==> src/rtl/led_hit_scorer.sv <==
// Reaction-game scorer: credits hits, false presses and misses per LED lane,
// keeps a saturating score and miss count, and times a fixed-length game.
module led_hit_scorer #(
    parameter int N_LEDS      = 10,
    parameter int CLKS_PER_MS = 50000,
    parameter int GAME_MS     = 30000,
    parameter int SCORE_MAX   = 999
) (
    input  logic              clk,
    input  logic              reset,
    input  logic              start,
    input  logic [N_LEDS-1:0] led,
    input  logic [N_LEDS-1:0] btn,
    output logic              game_active,
    output logic              game_over,
    output logic [9:0]        score,
    output logic [9:0]        miss_count,
    output logic              hit_pulse
);

    typedef enum logic [1:0] {
        IDLE = 2'd0,
        PLAY = 2'd1,
        OVER = 2'd2
    } state_t;

    localparam int PW = (CLKS_PER_MS > 1) ? $clog2(CLKS_PER_MS) : 1;
    localparam int MW = (GAME_MS > 1) ? $clog2(GAME_MS + 1) : 1;
    localparam int CW = $clog2(N_LEDS + 1);
    localparam int SW = 13;

    localparam logic [PW-1:0] PRESC_LAST = PW'(CLKS_PER_MS - 1);
    localparam logic [MW-1:0] MS_LAST    = MW'(GAME_MS - 1);
    localparam logic signed [SW-1:0] SMAX = SW'(SCORE_MAX);

    state_t state;
    state_t state_next;

    logic [N_LEDS-1:0] btn_s1;
    logic [N_LEDS-1:0] btn_s2;
    logic [N_LEDS-1:0] btn_s3;
    logic [N_LEDS-1:0] led_q;
    logic [N_LEDS-1:0] credited;
    logic              start_q;

    logic [PW-1:0] presc;
    logic [MW-1:0] ms_cnt;

    logic [N_LEDS-1:0] btn_rise;
    logic [N_LEDS-1:0] hit_v;
    logic [N_LEDS-1:0] false_v;
    logic [N_LEDS-1:0] miss_v;
    logic [N_LEDS-1:0] credited_next;

    logic [CW-1:0] h_cnt;
    logic [CW-1:0] f_cnt;
    logic [CW-1:0] m_cnt;

    logic signed [SW-1:0] score_sum;
    logic [9:0]           score_next;
    logic [10:0]          miss_sum;
    logic [9:0]           miss_next;

    logic start_rise;
    logic playing;
    logic go;
    logic ms_tick;
    logic game_end;

    assign btn_rise   = btn_s2 & ~btn_s3;
    assign start_rise = start & ~start_q;
    assign playing    = (state == PLAY);
    assign go         = start_rise & ~playing;
    assign ms_tick    = playing & (presc == PRESC_LAST);
    assign game_end   = ms_tick & (ms_cnt == MS_LAST);

    // Lane events are masked outside PLAY so IDLE/OVER ignore buttons and LEDs.
    assign hit_v   = {N_LEDS{playing}} & btn_rise & led & ~credited;
    assign false_v = {N_LEDS{playing}} & btn_rise & ~led;
    assign miss_v  = {N_LEDS{playing}} & led_q & ~led & ~credited;

    // A fresh hit wins over the LED-rise clear so repeat presses stay inert.
    assign credited_next = hit_v | (credited & ~(led ^ led_q));

    always_comb begin
        h_cnt = '0;
        f_cnt = '0;
        m_cnt = '0;
        for (int i = 0; i < N_LEDS; i++) begin
            h_cnt = h_cnt + CW'(hit_v[i]);
            f_cnt = f_cnt + CW'(false_v[i]);
            m_cnt = m_cnt + CW'(miss_v[i]);
        end
    end

    always_comb begin
        score_sum = $signed({3'b000, score})
                  + $signed(SW'(h_cnt))
                  - $signed(SW'(f_cnt));
        score_next = score;
        if (score_sum[SW-1]) begin
            score_next = '0;
        end else if (score_sum > SMAX) begin
            score_next = SMAX[9:0];
        end else begin
            score_next = score_sum[9:0];
        end
    end

    always_comb begin
        miss_sum  = {1'b0, miss_count} + 11'(m_cnt);
        miss_next = miss_sum[10] ? 10'h3FF : miss_sum[9:0];
    end

    always_ff @(posedge clk or posedge reset) begin
        if (reset) begin
            state <= IDLE;
        end else begin
            state <= state_next;
        end
    end

    always_comb begin
        state_next = state;
        unique case (state)
            IDLE: if (start_rise) state_next = PLAY;
            PLAY: if (game_end)   state_next = OVER;
            OVER: if (start_rise) state_next = PLAY;
            default:              state_next = IDLE;
        endcase
    end

    always_comb begin
        game_active = 1'b0;
        game_over   = 1'b0;
        unique case (state)
            PLAY:    game_active = 1'b1;
            OVER:    game_over   = 1'b1;
            default: ;
        endcase
    end

    always_ff @(posedge clk or posedge reset) begin
        if (reset) begin
            btn_s1     <= '0;
            btn_s2     <= '0;
            btn_s3     <= '0;
            led_q      <= '0;
            start_q    <= 1'b0;
            credited   <= '0;
            presc      <= '0;
            ms_cnt     <= '0;
            score      <= '0;
            miss_count <= '0;
            hit_pulse  <= 1'b0;
        end else begin
            btn_s1    <= btn;
            btn_s2    <= btn_s1;
            btn_s3    <= btn_s2;
            led_q     <= led;
            start_q   <= start;
            hit_pulse <= 1'b0;
            if (go) begin
                credited   <= '0;
                presc      <= '0;
                ms_cnt     <= '0;
                score      <= '0;
                miss_count <= '0;
            end else if (playing) begin
                credited   <= credited_next;
                score      <= score_next;
                miss_count <= miss_next;
                hit_pulse  <= |hit_v;
                if (ms_tick) begin
                    presc  <= '0;
                    ms_cnt <= ms_cnt + 1'b1;
                end else begin
                    presc <= presc + 1'b1;
                end
            end
        end
    end

endmodule

==> config.mk <==
export PLATFORM = sky130hd
export DESIGN_NAME = led_hit_scorer
export DESIGN_NICKNAME = d
export VERILOG_FILES = /design/src/rtl/led_hit_scorer.sv
export SDC_FILE = /design/constraint.sdc
export NUM_CORES = 1
export LEC_CHECK = 0
export ABC_AREA = 0
export ABC_CLOCK_PERIOD_IN_PS = 5400
export CAP_MARGIN = 20
export CORE_ASPECT_RATIO = 0.75
export CORE_UTILIZATION = 43
export DETAILED_ROUTE_END_ITERATION = 12
export PLACE_DENSITY_LB_ADDON = 0.3
export SYNTH_ARGS = -nofsm -noshare
export SYNTH_HDL_FRONTEND = slang
export SYNTH_SLANG_ARGS = --single-unit
==> constraint.sdc <==
create_clock -name clk -period 5.4 [get_ports clk]
set_input_delay 1.08 -clock clk [delete_from_list [all_inputs] [get_ports clk]]
set_output_delay 1.08 -clock clk [all_outputs]
set_load 0.01 [all_outputs]
==> impl_metrics.yaml <==
critical_path:
  regToRegStartpoint: "state[1]"
  r2r_end: "score[4]"
  worst_path_largest_cell_delay_ps: 560
  cp.required_ps: 5640
  critical-path-slowest-cell: "fa_1"
  crit_top_cell: "inv_2"
  regToRegSetupSlack_ps: -190
  start_kind: "input pin"
  critPathBufInv: 5
  crit_path_end_kind: "flip-flop"
  critPathKind: "input pin to flip-flop"
  path_cells: "buf_8, or4b_4, fa_1, fa_2, inv_2, fa_1, fa_1, inv_2, fa_2, inv_2, ha_4, inv_2, fa_2, nor2b_4, o21a_1, o311ai_4, nor4_4, a21oi_2, a32o_1"
  critical-path-top-delay-family: "adder cells"
  path_max_fanout: 3
  cp_data_arrival_time_ps: 5930
  rr_worst_depth: 21
grt:
  use_met3: 0.04170
  grt_pass1_vias: 4547
  grt_max_degree: 68
  antenna_found_initial: 0
  grt_overflow: 0
  use_met2: 0.3146
  grt_most_used_layer: "met2"
  grt_pass1_wl_mm: 22.30
  use_met1: 0.2671
  track_usage: 0.1942
yosys:
  synth_top_area_frac: 0.4327
  yosysSeqAreaShare: 0.4327
  synthDistinctLibCells: 65
  yosysTopAreaCell: "dfrtp_1"
  synth-edff-count: 0
  synth_fp_nets: 679
  syn_avg_cell_area_um2: 10.10
  syn_area_mm2: 0.006072
  synth_area_leaders: "dfrtp_1, fa_1, ha_1"
  async_flop_share: 1.000
  syn_inst: 601
  yosys_warnings: 0
  ys_ff_latch: 105
  synth_ff_type: "dfrtp_1"
timing:
  fmax_mhz: 175.9
  finalMaxSlewViolations: 0
  max_slew_margin: 0.3432
  tightest_slew_ps: 985.2
  finalHoldViolCount: 0
  post-route-period-util: 1.053
  grt_setup_unrepaired: "yes"
  worst_slack_ps: -283.8
  min_period_ps: 5684
  finalClockSkew_ps: 10.96
  setup_viol: 10
routing:
  first_pass_iters: 9
  wire_per_inst_um: 15.85
  wirelength_mm: 13.67
  routed_via_density: 5.436
  ant_nets: 0
  vias: 4686
  drc: 4
  drt-initial-drc-count: 337
floorplan:
  design.die.area_mm2: 0.01461
  rows: 37
  die_w_um: 139.2
  num_io_pins: 46
  die_y_um: 104.9
  initial_core_util: 0.4416
  coreArea_mm2: 0.01375
cells_and_area:
  final_core_util: 0.5421
  fillers: 1207
  multi_input_area_mm2: 0.003343
  ff_latch_area_mm2: 0.002628
  fin_nets: 761
  area_delta_synth_final_pct: 22.75
  layout-drive-gt1-share: 0.1790
  fin_area_mm2: 0.007453
  diodes: 0
  instances_no_fill: 862
placement:
  dp_hpwl_mm: 9.743
  dpl_cell_area_mm2: 0.007042
  placed_cells: 843
  gp_congestion: 0.9457
  portBuffers: 45
clock_network:
  clk_pin_slew_worst_paths_ps: 80
  htreeDepth: 3
  clk_latency_ps: 350
  cts_sinks: 105
  cts_buffer_depth: 2
  cts-root-buf: "clkbuf_16"
  cts_tree: "done"
  cts_buffers: 9
  postCtsHoldBufs: 0
run_status:
  outcome: "complete, but fails checks"
  violations: "DRC, setup timing"
pwr:
  power.leakage_uw: 0.003251
  p_int_uw: 3017
  switching_power_uw: 2318
  comb_power_share: 0.689
  irDropWorstVdd_uv: 505.9
  p_clk_frac: 0.118
  pwr-share-seq: 0.193
  swShare: 0.4345
  power-per-cell-area_mw_per_mm2: 715.8
run:
  drv_cap: 0
hold_path:
  hold_start: "btn_s1[5]"
  hold_class: "flip-flop to flip-flop"
  hold_path_end: "btn_s2[5]"
  whs_path_depth: 0
worst reg2reg max path: cells and delay by family (launching register included):
family,cells,cell delay (ps)
flip-flops,1,390
buffers and inverters,6,420
adder cells (fa/ha/maj),7,2900
AND/OR/NAND/NOR,4,1100
AO/OA/AOI/OAI,4,710
synth_stat cells (2+ instances only):
cell,instances
nor2b_1,5
nor3b_1,7
a21oi_1,30
buf_2,2
a31oi_1,5
xnor2_1,19
nor3_1,8
a21o_1,9
xor2_1,15
o21a_1,2
clkbuf_1,14
o22ai_1,6
a211oi_1,5
nor4b_1,8
o211ai_1,4
nand3_1,13
or3_1,15
nor2_1,54
ha_1,31
nand4_1,10
inv_1,55
a211o_1,3
nand2b_1,12
a32o_1,2
fa_1,24
nand2_1,46
dfrtp_1,105
o21ai_1,8
o21ai_0,20
nor4_2,2
nand3b_1,10
and2_1,4
or4b_2,7
and3_1,4
or4b_1,3
and4_1,5
how the worst max path moves through the flow:
stage	start	endpoint	slack [ps]	cells after the start
after floorplan	led[2]	score[2]	-330	19
after global placement	led[4]	score[4]	-980	19
final	led[2]	score[4]	-280	19
after detailed placement	led[4]	score[4]	-1100	17
after CTS	led[2]	score[4]	-300	19
after global routing	led[2]	score[4]	-430	19
cell usage in the layout, fill, tap and decap left out, types with 8 or more instances in the layout:
master / Yosys / final
nor4b_1: 8 / 8
fa_1: 24 / 18
xor2_1: 15 / 15
nand4_1: 10 / 10
xnor2_1: 19 / 18
clkbuf_16: 0 / 9
buf_4: 0 / 42
nor3_1: 8 / 8
a21o_1: 9 / 9
inv_2: 1 / 9
inv_1: 55 / 46
nand3_1: 13 / 13
nand2_1: 46 / 46
dfrtp_1: 105 / 105
or3_1: 15 / 10
o21ai_0: 20 / 20
a21oi_1: 30 / 28
ha_1: 31 / 30
nand2b_1: 12 / 11
clkdlybuf4s50_1: 0 / 38
nand3b_1: 10 / 10
nor2_1: 54 / 51
sequential cells by signal (all words and copies together), names as in the netlist:
register / flops
btn_s1: 10
btn_s2: 10
btn_s3: 10
credited: 10
hit_pulse: 1
led_q: 10
miss_count: 10
ms_cnt: 15
presc: 16
score: 10
start_q: 1
state: 2
cell families (layout without fill, tap and decap cells):
group	Yosys count	count (layout)	synth area share
adder cells (fa/ha/maj)	55	55	0.1430
AND/OR/NAND/NOR	223	223	0.2073
AO/OA/AOI/OAI	109	109	0.1177
flip-flops	105	105	0.4327
buffers and inverters	73	159	0.04677
XOR/XNOR	34	34	0.04904
multiplexers	2	2	0.003503
per-layer routing:
layer  vias up  part of all wire
li1       2252                 -
met1      2319              0.48
met2       107              0.47
met3         8             0.044
met4         0            0.0080
met5         -                 0
stage by stage:
stage	hold WS, ps	setup TNS, ps	setup WS, ps	power, uW
2_1_floorplan	331.2	-3160	-334.3	3279
3_3_place_gp	331.8	-13040	-976.1	4058
3_5_place_dp	337.0	-14720	-1104	4133
4_1_cts	355.4	-1578	-296.5	5114
5_1_grt	367.0	-3539	-431.0	5700
6_report	352.4	-2120	-283.8	5335
power groups by stage:
stage	combinational, uW	clock [uW]	sequential, uW
after floorplan	2230	0	1040
after global placement	3020	0	1040
after detailed placement	3090	0	1040
after CTS	3440	644	1030
after global routing	3980	674	1040
final	3680	631	1030
timing repair:
item                                    in CTS  in global routing
pin swaps                                   29                  3
resized for setup                           51                  6
endpoints found under the setup margin      19                 10
setup buffers                                4                  1
final cells by class:
cell class | count | share of cell area
multi-input cells | 423 | 0.4485
flip-flops and latches | 105 | 0.3525
repair buffers | 88 | 0.1032
clock buffers | 12 | 0.03441
well taps | 175 | 0.02938
inverters | 56 | 0.02854
clock inverters | 3 | 0.003357
Note: power is estimated with default switching activity, not from simulation.
